==> config.mk <==
export PLATFORM = sky130hd
export DESIGN_NAME = cla_pipe_adder
export DESIGN_NICKNAME = d
export VERILOG_FILES = /design/src/rtl/cla_pipe_adder.sv
export SDC_FILE = /design/constraint.sdc
export NUM_CORES = 1
export LEC_CHECK = 0
export BUFFER_PORTS_ARGS = -buffer_cell sky130_fd_sc_hd__buf_2
export CAP_MARGIN = 20
export CORE_AREA = 5 5 160 116
export CTS_CLUSTER_SIZE = 10
export DETAILED_ROUTE_END_ITERATION = 16
export DIE_AREA = 0 0 165 121
export PLACE_DENSITY = 0.72
export SYNTH_ARGS = -nofsm -noshare
export SYNTH_HDL_FRONTEND = slang
export SYNTH_SLANG_ARGS = --single-unit
export TNS_END_PERCENT = 1
==> constraint.sdc <==
create_clock -name clock -period 3.7 [get_ports clock]
set_clock_uncertainty 0.2 [all_clocks]
set_input_delay 0.37 -clock clock [delete_from_list [all_inputs] [get_ports clock]]
set_output_delay 0.37 -clock clock [all_outputs]
set_load 0.1 [all_outputs]
==> src/rtl/cla_pipe_adder.sv <==
// cla_pipe_adder: pipelined WIDTH-bit adder, one BLOCK-bit carry-lookahead
// slice per stage, valid/ready handshake on both sides with bubble collapse.
// Optional build macro CLA_PIPE_FLAGS_EN adds registered Ovf/Zero/Neg outputs.
// WIDTH must be a multiple of BLOCK and give at least two stages.
module cla_pipe_adder #(
  parameter int WIDTH = 32,
  parameter int BLOCK = 8
) (
  input  logic             clock,
  input  logic             reset,
  input  logic             in_valid,
  output logic             in_ready,
  input  logic [WIDTH-1:0] A,
  input  logic [WIDTH-1:0] B,
  input  logic             Cin,
  output logic             out_valid,
  input  logic             out_ready,
  output logic [WIDTH-1:0] S,
  output logic             Cout
`ifdef CLA_PIPE_FLAGS_EN
  ,
  output logic             Ovf,
  output logic             Zero,
  output logic             Neg
`endif
);

  localparam int N = WIDTH / BLOCK;

  // Block carries written out as sum-of-products lookahead terms; each
  // carry is a flat AND-OR of generate/propagate bits, not a ripple chain.
  function automatic logic [BLOCK:0] lookahead(input logic [BLOCK-1:0] g,
                                               input logic [BLOCK-1:0] p,
                                               input logic c0);
    logic [BLOCK:0] c;
    logic           term;
    c    = '0;
    c[0] = c0;
    for (int i = 0; i < BLOCK; i++) begin
      term = c0;
      for (int m = 0; m <= i; m++) term = term & p[m];
      c[i+1] = term;
      for (int j = 0; j <= i; j++) begin
        term = g[j];
        for (int m = j + 1; m <= i; m++) term = term & p[m];
        c[i+1] = c[i+1] | term;
      end
    end
    return c;
  endfunction

  logic [N-1:0]     valid_reg;
  logic [N-1:0]     valid_in;
  logic [N-1:0]     load;
  logic [N-1:0]     carry_reg;
  logic [N-1:0]     carry_in;
  logic [N-1:0]     carry_next;
  // acc holds the not-yet-added A blocks in its low part and the finished
  // sum blocks in its high part; after the last stage it is the full sum.
  logic [WIDTH-1:0] acc_reg  [N];
  logic [WIDTH-1:0] acc_next [N];
  // Pending B blocks, shifted down so the next block is always at the bottom.
  logic [WIDTH-1:0] opb_reg  [N-1];
  logic [WIDTH-1:0] opb_next [N-1];

  // Load chain: a stage advances when it is empty or its successor advances.
  always_comb begin
    load      = '0;
    load[N-1] = !valid_reg[N-1] || out_ready;
    for (int k = N - 2; k >= 0; k--) load[k] = !valid_reg[k] || load[k+1];
  end

  assign in_ready = reset && load[0];
  assign valid_in = {valid_reg[N-2:0], in_valid};
  assign carry_in = {carry_reg[N-2:0], Cin};

  for (genvar gi = 0; gi < N; gi++) begin : g_stage
    logic [BLOCK-1:0]       a_blk;
    logic [BLOCK-1:0]       b_blk;
    logic [BLOCK-1:0]       g_blk;
    logic [BLOCK-1:0]       p_blk;
    logic [BLOCK-1:0]       s_blk;
    logic [BLOCK:0]         c_blk;
    logic [WIDTH-BLOCK-1:0] a_high;

    if (gi == 0) begin : g_first
      assign a_blk  = A[BLOCK-1:0];
      assign b_blk  = B[BLOCK-1:0];
      assign a_high = A[WIDTH-1:BLOCK];
    end else begin : g_later
      assign a_blk  = acc_reg[gi-1][BLOCK-1:0];
      assign b_blk  = opb_reg[gi-1][BLOCK-1:0];
      assign a_high = acc_reg[gi-1][WIDTH-1:BLOCK];
    end

    assign g_blk          = a_blk & b_blk;
    assign p_blk          = a_blk | b_blk;
    assign c_blk          = lookahead(g_blk, p_blk, carry_in[gi]);
    assign s_blk          = a_blk ^ b_blk ^ c_blk[BLOCK-1:0];
    assign acc_next[gi]   = {s_blk, a_high};
    assign carry_next[gi] = c_blk[BLOCK];

    if (gi < N - 1) begin : g_pass_b
      if (gi == 0) begin : g_from_port
        assign opb_next[gi] = {{BLOCK{1'b0}}, B[WIDTH-1:BLOCK]};
      end else begin : g_from_reg
        assign opb_next[gi] = {{BLOCK{1'b0}}, opb_reg[gi-1][WIDTH-1:BLOCK]};
      end
    end
  end

  // Stage registers: valid follows the load chain; data only moves with a
  // valid transaction so idle stages keep their last contents.
  always_ff @(posedge clock) begin
    if (!reset) begin
      valid_reg <= '0;
      carry_reg <= '0;
      for (int k = 0; k < N; k++) acc_reg[k] <= '0;
      for (int k = 0; k < N - 1; k++) opb_reg[k] <= '0;
    end else begin
      for (int k = 0; k < N; k++) begin
        if (load[k]) valid_reg[k] <= valid_in[k];
        if (load[k] && valid_in[k]) begin
          carry_reg[k] <= carry_next[k];
          acc_reg[k]   <= acc_next[k];
        end
      end
      for (int k = 0; k < N - 1; k++) begin
        if (load[k] && valid_in[k]) opb_reg[k] <= opb_next[k];
      end
    end
  end

  assign out_valid = valid_reg[N-1];
  assign S         = acc_reg[N-1];
  assign Cout      = carry_reg[N-1];

`ifdef CLA_PIPE_FLAGS_EN
  logic [N-2:0] sign_a_reg;
  logic [N-2:0] sign_b_reg;
  logic [N-1:0] sign_a_in;
  logic [N-1:0] sign_b_in;
  logic         ovf_reg;
  logic         zero_reg;
  logic         neg_reg;
  logic         ovf_next;
  logic         zero_next;
  logic         neg_next;

  assign sign_a_in = {sign_a_reg, A[WIDTH-1]};
  assign sign_b_in = {sign_b_reg, B[WIDTH-1]};

  // Flags are judged on the completed sum as it enters the last stage.
  always_comb begin
    ovf_next  = (sign_a_in[N-1] == sign_b_in[N-1]) &&
                (acc_next[N-1][WIDTH-1] != sign_a_in[N-1]);
    zero_next = (acc_next[N-1] == '0);
    neg_next  = acc_next[N-1][WIDTH-1];
  end

  // Operand sign bits travel with the data; flags load with the last stage.
  always_ff @(posedge clock) begin
    if (!reset) begin
      sign_a_reg <= '0;
      sign_b_reg <= '0;
      ovf_reg    <= 1'b0;
      zero_reg   <= 1'b0;
      neg_reg    <= 1'b0;
    end else begin
      for (int k = 0; k < N - 1; k++) begin
        if (load[k] && valid_in[k]) begin
          sign_a_reg[k] <= sign_a_in[k];
          sign_b_reg[k] <= sign_b_in[k];
        end
      end
      if (load[N-1] && valid_in[N-1]) begin
        ovf_reg  <= ovf_next;
        zero_reg <= zero_next;
        neg_reg  <= neg_next;
      end
    end
  end

  assign Ovf  = ovf_reg;
  assign Zero = zero_reg;
  assign Neg  = neg_reg;
`endif

endmodule

==> impl_metrics.toml <==
[timing]
max_slew_margin = 0.474
drv_slew = 0
holdWs_ns = 0.0160
final.min_clock_period_ns = 2.39
finalCritPeriodShare = 0.645
hold_violations = 0
setup_viol = 0
rsz0062_at_grt = "false"
tns_ns = 0
maxClockFrequency_mhz = 419
worst_pin_slew_ns = 0.787

[synth]
syn_inst = 719
synthesis.nets = 856
synth-seq-cells = 184
yosysUniqueCellTypes = 47
synth_area_um2 = 9070
synth_edf_count = 176
yosysSeqAreaShare = 0.601
yosys_warnings = 0
synthFlopType = "edfxtp_1"
postSynth.asyncResetShare = 0
avgSynthCellArea_um2 = 12.6

[route]
first_pass_iters = 5
drt_iter0_drc = 322
viasPerCell = 4.92
postRouteAntennaNets = 0
highest_layer = "met5"
drcViolationCount = 0
wl_met3_um = 1000
met2_length_um = 7700
vias = 5147
met1_length_um = 6880
wl_per_cell_um = 15.1
routed_wl_um = 15800

[cts]
cts_tree = "built"
root_buffer = "clkbuf_16"
postCtsResizedCells = 0
cts.clk_slew.worst_paths_ns = 0.07
htree_levels = 4
clk_latency_ns = 0.43
cts_buffers = 17
cts_setup_buffers = 0
clockBufferDepth = 2
cts_sinks = 184

[global_routing]
gr-total-overflow = 0
grt_max_degree = 42
first_global_vias = 5308
antenna_found_initial = 1
grt_pass1_wl_um = 25800
grt_usage = 0.168

[finish]
nNetsFinal = 940
multiInputGateArea_um2 = 2970
seq_area_um2 = 5450
area.growth.synth_to_final_pct = 12.6
finalInstanceArea_um2 = 10200
largest_reg_flops = 128
diodes = 0
drive_gt1_frac = 0.186
fillers = 1311

[worst_setup_path]
r2r-start = "valid_reg[2]"
critPathMaxFanout = 4
arrival_ns = 1.82
start_kind = "register"
crit_path_end_kind = "primary output"
worstSetupPathType = "register to primary output"
cp.required_ns = 3.13
startpoint = "valid_reg[2]"

[status]
status = "completed"

[placement]
placed_cell_area_um2 = 9620
gp_congestion = 0.813
place.detailed.hpwl_um = 12000
port_buffers = 103

[hold_path]
hold_start = "A[22]"
hold_class = "primary input to register"

[floorplanning]
rows = 40
chipHeight_um = 121
fp.dieW_um = 165
die_area_um2 = 20000
start_util = 0.539
core_area_um2 = 16800
ios = 104

[pwr]
leakage_nw = 4.41
power.density_nw_per_um2 = 472
ir_worst_vdd_mv = 0.305

[run]
cap_violations = 0
## cells in the final DEF, fill, tap and decap left out, types with 4 or more instances in the layout
cell / synthesis / final
o31ai_1: 4 / 4
edfxtp_1: 176 / 176
nand3_1: 4 / 4
inv_1: 86 / 86
nor2b_1: 5 / 5
o21a_1: 9 / 9
clkbuf_16: 0 / 17
and2_1: 149 / 149
clkbuf_1: 12 / 4
nor3_1: 26 / 26
fa_1: 4 / 4
xor2_1: 4 / 4
nand2_1: 15 / 14
ha_1: 64 / 64
nand2b_1: 8 / 8
o21bai_1: 6 / 6
buf_4: 32 / 9
xnor2_1: 11 / 11
nor2_1: 34 / 34
a21oi_1: 18 / 18
buf_2: 1 / 103
dfxtp_1: 8 / 8
## area by class of cell
class,instances,share of cell area
Timing Repair Buffer,113,0.0581
Clock buffer,21,0.0432
Multi-Input combinational cell,400,0.291
Tap cell,231,0.0283
Sequential cell,184,0.534
Clock inverter,11,0.0136
Inverter,87,0.0320
## layer usage
metal	up-vias	global-route usage
met5	-	0
met4	2	0.0587
met3	23	0.0428
met2	144	0.276
met1	2416	0.219
li1	2562	-
## kinds of logic (layout without fill, tap and decap cells)
kind of cell	Yosys count	after routing	share of synthesized area
AO/OA/AOI/OAI	57	57	0.0494
XOR/XNOR	15	15	0.0145
adder cells (fa/ha/maj)	68	68	0.0972
buffers and inverters	135	232	0.0718
flip-flops	184	184	0.601
multiplexers	3	3	0.00331
AND/OR/NAND/NOR	257	257	0.163
## path summary, 6_finish.rpt
path,endpoint,slack [ns],cells past startpoint
setup / recovery,in_ready,1.31,4
hold / removal,acc_reg[0][14],0.02,2
setup reg to reg,acc_reg[0][58],1.36,4
hold reg to reg,valid_reg[3],0.31,2
## where the power goes
part | total, mW | switching (mW) | internal (mW)
logic | 0.570 | 0.383 | 0.187
registers | 2.48 | 0.0479 | 2.43
clock network | 1.77 | 0.758 | 1.01
## critical path, cell delays in order, from the launching register on
cell	delay, ns
dfxtp_1	0.35
nand3b_1	0.18
nor2_1	0.11
a21oi_1	0.27
buf_2	0.48
## cells in the mapped netlist (all sizes together), types with 5 or more instances
| master | instances | share of area |
|---|---|---|
| edfxtp | 176 | 0.58 |
| nand2 | 15 | 0.0062 |
| nand3 | 5 | 0.0033 |
| a21oi | 18 | 0.0099 |
| and2 | 149 | 0.10 |
| o21bai | 6 | 0.0050 |
| nor2b | 5 | 0.0035 |
| buf | 36 | 0.031 |
| clkbuf | 12 | 0.0050 |
| dfxtp | 8 | 0.018 |
| nand2b | 8 | 0.0055 |
| ha | 64 | 0.088 |
| xnor2 | 11 | 0.011 |
| nor3 | 27 | 0.015 |
| inv | 87 | 0.036 |
| nor2 | 34 | 0.014 |
| o21a | 9 | 0.0075 |
## stage by stage
| stage | total power, mW | cells | util | worst slack [ns] |
|---|---|---|---|---|
| after global routing | 5.02 | 1047 | 0.607 | 1.19 |
| after global placement | 3.06 | 1014 | 0.572 | 1.33 |
| final | 4.82 | 1047 | 0.607 | 1.31 |
| after detailed placement | 3.09 | 1014 | 0.572 | 1.24 |
| after CTS | 4.86 | 1047 | 0.607 | 1.33 |
| after floorplan | 2.96 | 719 | - | 0.368 |
## timing repair
action | in CTS | in global routing
setup endpoints to repair | 0 | 0
endpoints found under the hold margin | 1 | 0
hold buffers | 1 | 0
No activity file was read; power rests on OpenSTA's default activity.
